## src/rtl/teller_sched.sv

```systemverilog
// Teller call sequencer: synchronizes desk buttons and the front photocell,
// picks the next desk round-robin, and tracks one call until served, no-show or abort.
module teller_sched #(
  parameter int NT      = 4,
  parameter int IDW     = 2,
  parameter int TIMEOUT = 20,
  parameter int TW      = 16
) (
  input  logic            clk,
  input  logic            rst,
  input  logic [NT-1:0]   next_btn,
  input  logic [NT-1:0]   desk_open,
  input  logic            empty,
  input  logic            frontPC,
  output logic            call_valid,
  output logic [IDW-1:0]  call_id,
  output logic            served,
  output logic            no_show,
  output logic [NT-1:0]   req_pend,
  output logic [1:0]      Tcount
);

  typedef enum logic {IDLE, CALL} state_t;
  state_t state;

  logic [NT-1:0]  btn_s1, btn_s2, btn_s3, btn_rise;
  logic           pc_s1, pc_s2, pc_s3, pc_fall;
  logic [NT-1:0]  cand, serve_mask;
  logic [IDW-1:0] ptr, winner, id_inc;
  logic [TW-1:0]  timer;
  logic           serve_now, found;
  logic [IDW:0]   idx;
  logic [3:0]     cnt;
  logic [1:0]     tc_next;

  // Third stage only holds the previous synced level for edge detection.
  always_ff @(posedge clk or negedge rst) begin
    if (!rst) begin
      btn_s1 <= '0;
      btn_s2 <= '0;
      btn_s3 <= '0;
      pc_s1  <= 1'b1;
      pc_s2  <= 1'b1;
      pc_s3  <= 1'b1;
    end else begin
      btn_s1 <= next_btn;
      btn_s2 <= btn_s1;
      btn_s3 <= btn_s2;
      pc_s1  <= frontPC;
      pc_s2  <= pc_s1;
      pc_s3  <= pc_s2;
    end
  end

  assign btn_rise   = btn_s2 & ~btn_s3;
  assign pc_fall    = pc_s3 & ~pc_s2;
  assign cand       = req_pend & desk_open;
  assign id_inc     = (call_id == IDW'(NT-1)) ? '0 : call_id + IDW'(1);
  assign serve_now  = (state == CALL) && desk_open[call_id] && pc_fall;
  assign serve_mask = serve_now ? (NT'(1) << call_id) : '0;

  always_comb begin
    winner = '0;
    found  = 1'b0;
    idx    = '0;
    for (int k = 0; k < NT; k++) begin
      idx = {1'b0, ptr} + (IDW+1)'(k);
      if (idx >= (IDW+1)'(NT)) idx = idx - (IDW+1)'(NT);
      if (!found && cand[idx[IDW-1:0]]) begin
        winner = idx[IDW-1:0];
        found  = 1'b1;
      end
    end
  end

  always_comb begin
    cnt = '0;
    for (int i = 0; i < NT; i++) cnt = cnt + 4'(desk_open[i]);
    if (cnt == 4'd0)      tc_next = 2'd0;
    else if (cnt >= 4'd5) tc_next = 2'd3;
    else                  tc_next = 2'(cnt - 4'd1);
  end

  // A new press beats a same-cycle serve; closing the desk beats everything.
  always_ff @(posedge clk or negedge rst) begin
    if (!rst) req_pend <= '0;
    else      req_pend <= ((req_pend & ~serve_mask) | btn_rise) & desk_open;
  end

  always_ff @(posedge clk or negedge rst) begin
    if (!rst) begin
      state      <= IDLE;
      call_valid <= 1'b0;
      call_id    <= '0;
      served     <= 1'b0;
      no_show    <= 1'b0;
      ptr        <= '0;
      timer      <= '0;
      Tcount     <= 2'd0;
    end else begin
      served  <= 1'b0;
      no_show <= 1'b0;
      Tcount  <= tc_next;
      case (state)
        IDLE: begin
          if ((|cand) && !empty) begin
            state      <= CALL;
            call_valid <= 1'b1;
            call_id    <= winner;
            timer      <= '0;
          end
        end
        CALL: begin
          if (!desk_open[call_id] || pc_fall || timer == TW'(TIMEOUT-1)) begin
            state      <= IDLE;
            call_valid <= 1'b0;
            ptr        <= id_inc;
            if (desk_open[call_id]) begin
              if (pc_fall) served  <= 1'b1;
              else         no_show <= 1'b1;
            end
          end else begin
            timer <= timer + TW'(1);
          end
        end
        default: state <= IDLE;
      endcase
    end
  end

endmodule

```

## config.mk

```make
export PLATFORM = sky130hd
export DESIGN_NAME = teller_sched
export DESIGN_NICKNAME = d
export VERILOG_FILES = /design/src/rtl/teller_sched.sv
export SDC_FILE = /design/constraint.sdc
export NUM_CORES = 1
export LEC_CHECK = 0
export BUFFER_PORTS_ARGS = -buffer_cell sky130_fd_sc_hd__buf_2
export CAP_MARGIN = 10
export CORE_ASPECT_RATIO = 0.6
export CORE_MARGIN = 4
export CORE_UTILIZATION = 41
export CTS_CLUSTER_SIZE = 40
export DETAILED_ROUTE_END_ITERATION = 10
export SLEW_MARGIN = 20
export SYNTH_ARGS = -nofsm -noshare
export SYNTH_HDL_FRONTEND = slang
export SYNTH_SLANG_ARGS = --single-unit
```

## constraint.sdc

```tcl
create_clock -name clk -period 4.9 [get_ports clk]
set_clock_uncertainty 0.05 [all_clocks]
set_input_delay 0.49 -clock clk [delete_from_list [all_inputs] [get_ports clk]]
set_output_delay 0.49 -clock clk [all_outputs]
set_load 0.01 [all_outputs]
```

==> results of run 1 <==
==> synth_stat cells, drive strengths merged (5+ instances only) <==
cell type | n | area (um^2)
dfrtp | 42 | 1051
nand3 | 8 | 40.04
nand2 | 19 | 71.32
inv | 6 | 22.52
or4 | 7 | 52.55
o31ai | 10 | 75.07
clkbuf | 5 | 18.77
ha | 10 | 125.1
a21oi | 9 | 45.04
nor2 | 11 | 41.29
o21ai | 9 | 48.80
==> sequential cells by signal, indices dropped and copies added, names as in the netlist, 2 cells and up <==
register / flops
btn_s3: 4
timer: 16
btn_s2: 4
btn_s1: 4
req_pend: 4
Tcount: 2
ptr: 2
call_id: 2
==> final cells by class <==
class | instances | area, um^2
fill | 478 | 2651
sequential | 45 | 1130
multi-input combinational | 141 | 979.7
timing repair buffer | 23 | 120.1
tap | 66 | 82.58
clock buffer | 5 | 68.82
clock inverter | 3 | 25.02
inverter | 6 | 22.52
==> power breakdown <==
group          total [W]  internal (W)  switching, W  leakage, nW
sequential      0.000450      0.000409     0.0000413        0.572
clock           0.000240      0.000103      0.000137       0.0447
combinational   0.000159     0.0000685     0.0000909        0.469
==> worst min path at each step <==
| stage | from | end | slack [ps] | depth (start not counted) |
|---|---|---|---|---|
| 2_1_floorplan | rst | Tcount[0] | 140 | 0 |
| 3_3_place_gp | btn_s1[1] | btn_s2[1] | 280 | 0 |
| 3_5_place_dp | btn_s1[1] | btn_s2[1] | 290 | 0 |
| 4_1_cts | frontPC | pc_s1 | 210 | 1 |
| 5_1_grt | rst | req_pend[3] | 160 | 1 |
| 6_report | rst | timer[11] | 120 | 1 |
==> routing by layer <==
layer	vias up	GRT usage, %	share of wire [%]
met2	33	18.00	38
met1	773	23.57	56
met3	4	4.689	5.3
li1	783	-	-
met4	0	2.985	0.45
met5	-	0	0
==> cells by family (layout without fill, tap and decap cells) <==
kind of cell	Yosys count	in the layout	synth area share (%)
AO/OA/AOI/OAI	55	55	17.59
XOR/XNOR	4	4	1.621
adder cells (fa/ha/maj)	11	11	6.713
buffers and inverters	12	37	2.431
flip-flops	45	45	52.26
multiplexers	4	4	2.199
AND/OR/NAND/NOR	67	67	17.19
==> through the flow <==
stage	utilization [%]	setup WS (ps)
after global routing	47.81	2593
after detailed placement	45.91	2510
after CTS	47.76	2775
after global placement	45.91	2558
after floorplan	-	2785
final	47.81	2778
==> qor.csv, run 1 <==
stage,metric,value,unit
outcome,outcome,completed,
timing,worst-margin pin slew,647.5,ps
clocking,post-CTS sizing,0,
floorplanning,Die Span X,101.8,um
route,vias per cell,5.512,
clocking,Root Driver,clkbuf_8,
synthesis,sequential area share after synthesis,52.26,%
floorplanning,DIE AREA,6537,um^2
route,average wire per cell in the routed design,14.70,um
clocking,TritonCTS clock tree,yes,
layout,Area Overhead vs Synth,12.33,%
worst_setup_path,Crit Path Max Fanout,14,
synthesis,number of synthesized flops with an enable pin,0,
timing,minimum clock period,2122,ps
timing,Final setup viols,0,
clocking,Num CTS Buffers,5,
pwr,peak supply drop,119.4,uV
worst_setup_path,Startpoint Class,flip-flop,
place,post-DP HPWL,3139,um
worst_setup_path,r2r endpoint,timer[11],
clocking,Worst-Skew Late Latency,300,ps
route,post-route ant nets,0,
global_routing,total congestion overflow,0,
pwr,Leak,1.086,nW
worst_setup_path,Critical Path RT,5080,ps
global_routing,vias in the first global route,1463,
timing,fmax,471.2,MHz
clocking,clk sinks,45,
global_routing,gr usage total,14.47,%
pwr,Pwr Density,349.5,nW/um^2
synthesis,Cell variety after synth,45,
worst_setup_path,CP Class,flip-flop to flip-flop,
layout,"Cell Count, Final, Fillers Out",289,
layout,"commonest non-fill, non-tap cell in the layout",dfrtp_1,
worst_setup_path,"CP delay by family, top",simple AND/OR/NAND/NOR gates,
timing,WHS,121.6,ps
worst_setup_path,crit-path max cell delay,530,ps
clocking,"Reg clk slew, reported paths",90,ps
pwr,total power,0.0008489,W
layout,share of layout cells above drive strength 1,18.39,%
synthesis,Cells after Synth,198,
global_routing,first-pass GRT wire length,7410,um
clocking,H-tree Lvls,2,
synthesis,syn_area_per_cell,10.92,um^2
worst_setup_path,slowest CP cell,dfrtp_1,
worst_setup_path,WP data arrival,2300,ps
hold_path,worst hold path type,input port to async pin,
worst_setup_path,"setup slack, reg-to-reg",2780,ps
timing,relative slew slack,56.57,%
route,Post-Route WL,4249,um
worst_setup_path,CP Depth,5,
run,max-cap violations,0,
timing,max-slew violations,0,
place,dpl cells,281,
floorplanning,io pins,23,
layout,most frequent cells in the layout,"dfrtp_1 (42), buf_2 (21), nand2_1 (19)",
place,GP Congestion,0.8161,
route,DRT iter0 DRCs,74,
worst_setup_path,crit end category,flip-flop,
layout,number of nets in the final layout,245,
global_routing,pin count of the biggest net entering global routing,46,
timing,RSZ-0062 raised after global routing,false,
clocking,Max Root-Sink Buffers,2,
place,area of placed instances,2332,um^2
layout,design area,2429,um^2
timing,Tcrit/Tclk final,43.32,%
worst_setup_path,worst r2r path cells,5,
route,drt pass-1 iters,4,
clocking,hold buffers post-CTS,0,
worst_setup_path,Worst Setup EP,timer[11],
global_routing,initial antenna violation count,0,
floorplanning,Core Rows,20,
floorplanning,Initial Util,42.56,%
worst_setup_path,crit-path cells,mux2_4 -> nor3b_4 -> o21ai_2 -> or4_1 -> a21oi_1,
synthesis,Most used DFF post-synth,dfrtp_1,
route,DRC,0,
floorplanning,Die Ht,64.25,um
timing,final hold vios,0,
synthesis,share of flip-flops with an asynchronous set or reset,100.0,%
synthesis,synthesized area,2162,um^2
worst_setup_path,Critical R2R Launch,call_id[1],
place,port bufs,22,
worst_setup_path,Crit path buffers/inverters,0,
timing,Setup TNS,0,ps
clocking,Post-CTS Setup Bufs,0,
layout,Antenna diodes,0,
worst_setup_path,CP Launch Point,call_id[1],
floorplanning,Core Footprint,5080,um^2
synthesis,Ys Warns,0,
synthesis,Syn Nets,221,
route,Vias,1593,
synthesis,synthesis-stage register bit count,45,
(Power assumes the default switching activity.)
==> inputs of run 2 (changes only) <==
==> constraint.sdc (replaced) <==
create_clock -name clk -period 2.2 [get_ports clk]
set_clock_uncertainty 0.05 [all_clocks]
set_input_delay 0.22 -clock clk [delete_from_list [all_inputs] [get_ports clk]]
set_output_delay 0.22 -clock clk [all_outputs]
set_load 0.01 [all_outputs]
==> qor.csv, run 2 (synthesis results as in run 1) <==
stage,metric,value,unit
outcome,outcome,completed,
clocking,Root Driver,clkbuf_8,
floorplanning,Die Ht,64.25,um
layout,share of layout cells above drive strength 1,20.43,%
timing,max-slew violations,0,
floorplanning,Initial Util,42.56,%
place,dpl cells,286,
floorplanning,DIE AREA,6537,um^2
worst_setup_path,worst r2r path cells,5,
worst_setup_path,"CP delay by family, top",simple AND/OR/NAND/NOR gates,
global_routing,gr usage total,14.22,%
place,post-DP HPWL,3278,um
worst_setup_path,crit-path cells,mux2_4 -> nor3b_4 -> o21ai_2 -> or4_1 -> a21oi_1,
pwr,total power,0.001898,W
floorplanning,io pins,23,
worst_setup_path,WP data arrival,2170,ps
timing,Tcrit/Tclk final,90.83,%
pwr,Pwr Density,749.4,nW/um^2
place,GP Congestion,0.8228,
worst_setup_path,Startpoint Class,flip-flop,
worst_setup_path,crit end category,flip-flop,
floorplanning,Core Rows,20,
route,Top Metal Used,met4,
route,Post-Route M1 WL,2400,um
route,drt pass-1 iters,6,
worst_setup_path,CP Class,flip-flop to flip-flop,
route,post-route ant nets,0,
layout,Antenna diodes,0,
timing,minimum clock period,1998,ps
timing,Setup TNS,0,ps
route,average wire per cell in the routed design,14.43,um
layout,"commonest non-fill, non-tap cell in the layout",dfrtp_1,
place,worst slack at placement,108.6,ps
timing,Setup WS post-layout,201.8,ps
hold_path,hold path depth,2,
run,max-cap violations,0,
route,Post-Route WL,4342,um
clocking,clk sinks,45,
clocking,H-tree Lvls,2,
global_routing,total congestion overflow,0,
timing,fmax,500.4,MHz
route,DRC,0,
global_routing,pin count of the biggest net entering global routing,21,
layout,"Cell Count, Final, Fillers Out",301,
worst_setup_path,Crit path buffers/inverters,0,
global_routing,first-pass GRT wire length,7300,um
floorplanning,Die Span X,101.8,um
hold_path,worst hold path type,input port to flip-flop,
worst_setup_path,Critical Path RT,2370,ps
worst_setup_path,crit-path max cell delay,500,ps
pwr,peak supply drop,367.3,uV
clocking,"Reg clk slew, reported paths",90,ps
layout,Biggest register,timer,
timing,Final setup viols,0,
pwr,Leak,1.139,nW
place,port bufs,22,
route,met3 WL,256,um
worst_setup_path,slowest CP cell,or4_1,
route,Vias,1611,
layout,Largest register FFs,16,
worst_setup_path,CP Depth,5,
timing,relative slew slack,65.73,%
timing,WHS,144.3,ps
layout,most frequent cells in the layout,"dfrtp_1 (41), buf_2 (22), nand2_1 (19)",
floorplanning,Core Footprint,5080,um^2
layout,number of nets in the final layout,257,
route,met2 WL post-DR,1663,um
route,vias per cell,5.352,
global_routing,initial antenna violation count,0,
layout,Area Overhead vs Synth,17.13,%
worst_setup_path,Crit Path Max Fanout,14,
layout,number of fill cells,490,
clocking,Max Root-Sink Buffers,2,
clocking,Worst-Skew Late Latency,290,ps
clocking,TritonCTS clock tree,yes,
timing,RSZ-0062 raised after global routing,false,
global_routing,vias in the first global route,1444,
timing,final hold vios,0,
clocking,Num CTS Buffers,5,
timing,worst-margin pin slew,514.0,ps
route,DRT iter0 DRCs,89,
run 2: changes by cell type in the layout (fill, tap and decap cells not counted), sizes merged:
cell / before / now
buf: 23 / 29
dlygate4sd3: 0 / 6
run 2: worst register-to-register path, cell delays in order (launching register included):
cell	delay [ps]
dfrtp_2	470
mux2_4	230
nor3b_4	300
o21ai_2	230
or4_1	500
a21oi_1	150
run 2: cell type report:
cell class / instances / area [um^2] / share of cell area [%]
Inverter: 6 / 22.52 / 0.8893
Multi-Input combinational cell: 141 / 979.7 / 38.69
Clock inverter: 3 / 25.02 / 0.9881
Sequential cell: 45 / 1131 / 44.66
Clock buffer: 5 / 68.82 / 2.717
Timing Repair Buffer: 35 / 222.7 / 8.794
Tap cell: 66 / 82.58 / 3.261
run 2: power breakdown:
group	leakage, nW	switching [W]	total (W)	internal [W]
registers	0.570	0.0000893	0.00100	0.000911
logic	0.524	0.000209	0.000382	0.000173
clock network	0.0447	0.000286	0.000515	0.000229
total	1.14	0.000584	0.00190	0.00131
run 2: worst paths after layout:
check / startpoint / slack (ps) / end
worst max-delay path: call_id[1] / 200 / timer[11]
worst min-delay path: desk_open[1] / 140 / req_pend[1]
worst max register to register: call_id[1] / 200 / timer[11]
worst min register to register: btn_s1[3] / 300 / btn_s2[3]
max in group asynchronous: rst / 1140 / pc_s1
min in group asynchronous: rst / 350 / timer[9]
run 2: what timing repair did:
item | 4_1_cts | 5_1_grt
hold endpoints to repair | 23 | 0
hold buffers | 6 | 0
endpoints found under the setup margin | 0 | 2
resized for setup | 0 | 1
buffers inserted | 0 | 1
run 2: stage by stage:
| stage | utilization [%] | instance area (um^2) |
|---|---|---|
| finish | 49.85 | 2532 |
| global route | 49.85 | 2532 |
| CTS | 49.68 | 2524 |
| detailed placement | 46.65 | 2370 |
| global placement | 46.65 | 2370 |
| floorplan | - | 2162 |
run 2: metal layers:
metal / GRT usage [%] / up-vias
met5: 0 / -
met4: 1.990 / 0
met3: 3.599 / 2
met2: 18.16 / 36
met1: 23.80 / 765
li1: - / 808
==> inputs of run 3 (changes only) <==
--- a/config.mk
+++ b/config.mk
@@ -12,6 +12,7 @@
 export CORE_UTILIZATION = 41
 export CTS_CLUSTER_SIZE = 40
 export DETAILED_ROUTE_END_ITERATION = 10
+export PLACE_DENSITY = 0.58
 export SLEW_MARGIN = 20
 export SYNTH_ARGS = -nofsm -noshare
 export SYNTH_HDL_FRONTEND = slang
==> qor.csv, run 3 (synthesis results as in run 1) <==
stage,metric,value,unit
floorplanning,Die Ht,64.25,um
layout,Biggest register,timer,
layout,design area,2579,um^2
pwr,Pwr Density,797.0,nW/um^2
timing,Setup TNS,0,ps
timing,max-slew violations,0,
place,GP Congestion,0.7691,
worst_setup_path,Crit Path Max Fanout,14,
global_routing,first-pass GRT wire length,7838,um
place,dpl cells,289,
timing,fmax,482.1,MHz
layout,"commonest non-fill, non-tap cell in the layout",dfrtp_1,
layout,"Cell Count, Final, Fillers Out",304,
floorplanning,Die Span X,101.8,um
pwr,peak supply drop,369.9,uV
layout,Largest register FFs,16,
floorplanning,DIE AREA,6537,um^2
layout,fin util,50.76,%
pwr,sequential power share,48.9,%
worst_setup_path,CP Class,flip-flop to flip-flop,
route,DRT iter0 DRCs,108,
clocking,Worst-Skew Late Latency,300,ps
worst_setup_path,WP data arrival,2250,ps
layout,Antenna diodes,0,
timing,final hold vios,0,
place,post-DP HPWL,3365,um
route,drt pass-1 iters,4,
layout,number of nets in the final layout,260,
worst_setup_path,"setup slack, reg-to-reg",130,ps
route,Vias,1648,
floorplanning,Core Rows,20,
worst_setup_path,crit-path cells,mux2i_1 -> nor3_4 -> o21ai_2 -> or4_1 -> a21oi_1,
clocking,post-CTS sizing,0,
worst_setup_path,crit-path max cell delay,530,ps
worst_setup_path,slowest CP cell,dfrtp_1,
run,max-cap violations,0,
hold_path,Hold EP,req_pend[1],
global_routing,pin count of the biggest net entering global routing,29,
pwr,Leak,1.170,nW
route,DRC,0,
floorplanning,io pins,23,
global_routing,gr usage total,15.46,%
worst_setup_path,worst r2r path cells,5,
hold_path,hold path start,desk_open[1],
global_routing,initial antenna violation count,0,
hold_path,hold path depth,2,
place,area of placed instances,2392,um^2
clocking,Num CTS Buffers,5,
global_routing,total congestion overflow,0,
layout,most frequent cells in the layout,"dfrtp_1 (42), buf_2 (22), nand2_1 (19)",
worst_setup_path,r2r endpoint,timer[11],
worst_setup_path,Critical Path RT,2380,ps
clocking,H-tree Lvls,2,
global_routing,vias in the first global route,1491,
timing,Setup WS post-layout,125.9,ps
layout,share of layout cells above drive strength 1,21.01,%
route,post-route ant nets,0,
worst_setup_path,Startpoint Class,flip-flop,
place,port bufs,22,
route,vias per cell,5.421,
clocking,TritonCTS clock tree,yes,
pwr,Int Pwr,0.001441,W
pwr,clock share of power,32.1,%
clocking,Root Driver,clkbuf_8,
timing,Final setup viols,0,
worst_setup_path,crit end category,flip-flop,
pwr,combinational share of power,19.1,%
timing,worst-margin pin slew,618.2,ps
outcome,outcome,completed,
layout,Area Overhead vs Synth,19.27,%
floorplanning,Initial Util,42.56,%
timing,Tcrit/Tclk final,94.28,%
timing,relative slew slack,58.79,%
place,worst slack at placement,111.4,ps
clocking,"Reg clk slew, reported paths",90,ps
timing,RSZ-0062 raised after global routing,false,
pwr,Psw,0.0006140,W
route,average wire per cell in the routed design,15.08,um
floorplanning,Core Footprint,5080,um^2
pwr,sw frac,29.87,%
timing,minimum clock period,2074,ps
worst_setup_path,Critical R2R Launch,call_id[1],
clocking,Max Root-Sink Buffers,2,
route,Post-Route WL,4585,um
clocking,clk sinks,45,
layout,number of fill cells,455,
hold_path,worst hold path type,input port to flip-flop,
run 3: worst max-delay path, delay by kind of cell (launching register included):
family,cells,cell delay [ps]
AND/OR/NAND/NOR,2,850
flip-flops,1,530
AO/OA/AOI/OAI,2,370
multiplexers,1,190
run 3: power by group through the flow:
stage	clock [W]	combinational [W]	sequential (W)
after global placement	0	0.000379	0.00102
final	0.000659	0.000392	0.00100
after global routing	0.000719	0.000448	0.00102
after detailed placement	0	0.000379	0.00102
after floorplan	0	0.000225	0.00101
after CTS	0.000680	0.000390	0.00100
run 3: layout make-up:
cell class | count | area, um^2 | area share, %
sequential | 45 | 1130 | 43.81
multi-input combinational | 141 | 979.7 | 37.99
timing repair buffer | 38 | 245.2 | 9.510
tap | 66 | 82.58 | 3.202
clock buffer | 5 | 68.82 | 2.669
clock inverter | 3 | 50.05 | 1.941
inverter | 6 | 22.52 | 0.8734
run 3: how the worst max path moves through the flow:
stage | from | end | slack, ps
6_report | call_id[1] | timer[11] | 130
5_1_grt | call_id[1] | timer[13] | 3
4_1_cts | call_id[1] | timer[15] | 150
3_5_place_dp | desk_open[1] | Tcount[1] | 110
3_3_place_gp | desk_open[1] | Tcount[1] | 160
2_1_floorplan | call_id[1] | timer[14] | 300
run 3: layer usage:
layer | global-route usage (%) | share of wire, % | wire, um | vias to the layer above
li1 | - | - | - | 813
met1 | 26.54 | 57 | 2633 | 789
met2 | 18.16 | 37 | 1691 | 44
met3 | 4.362 | 5.3 | 243 | 2
met4 | 2.985 | 0.35 | 16 | 0
met5 | 0 | 0 | 0 | -
run 3: what timing repair did:
item / 4_1_cts / 5_1_grt
setup buffers: 0 / 1
hold buffers: 6 / 0
setup endpoints to repair: 0 / 2
endpoints found under the hold margin: 28 / 0
run 3: metrics by stage:
stage | hold WS [ps] | total power [W]
final | 144.8 | 0.002055
after global placement | 233.4 | 0.001395
after CTS | 136.1 | 0.002071
after global routing | 140.4 | 0.002183
after floorplan | -125.6 | 0.001234
after detailed placement | 229.6 | 0.001396
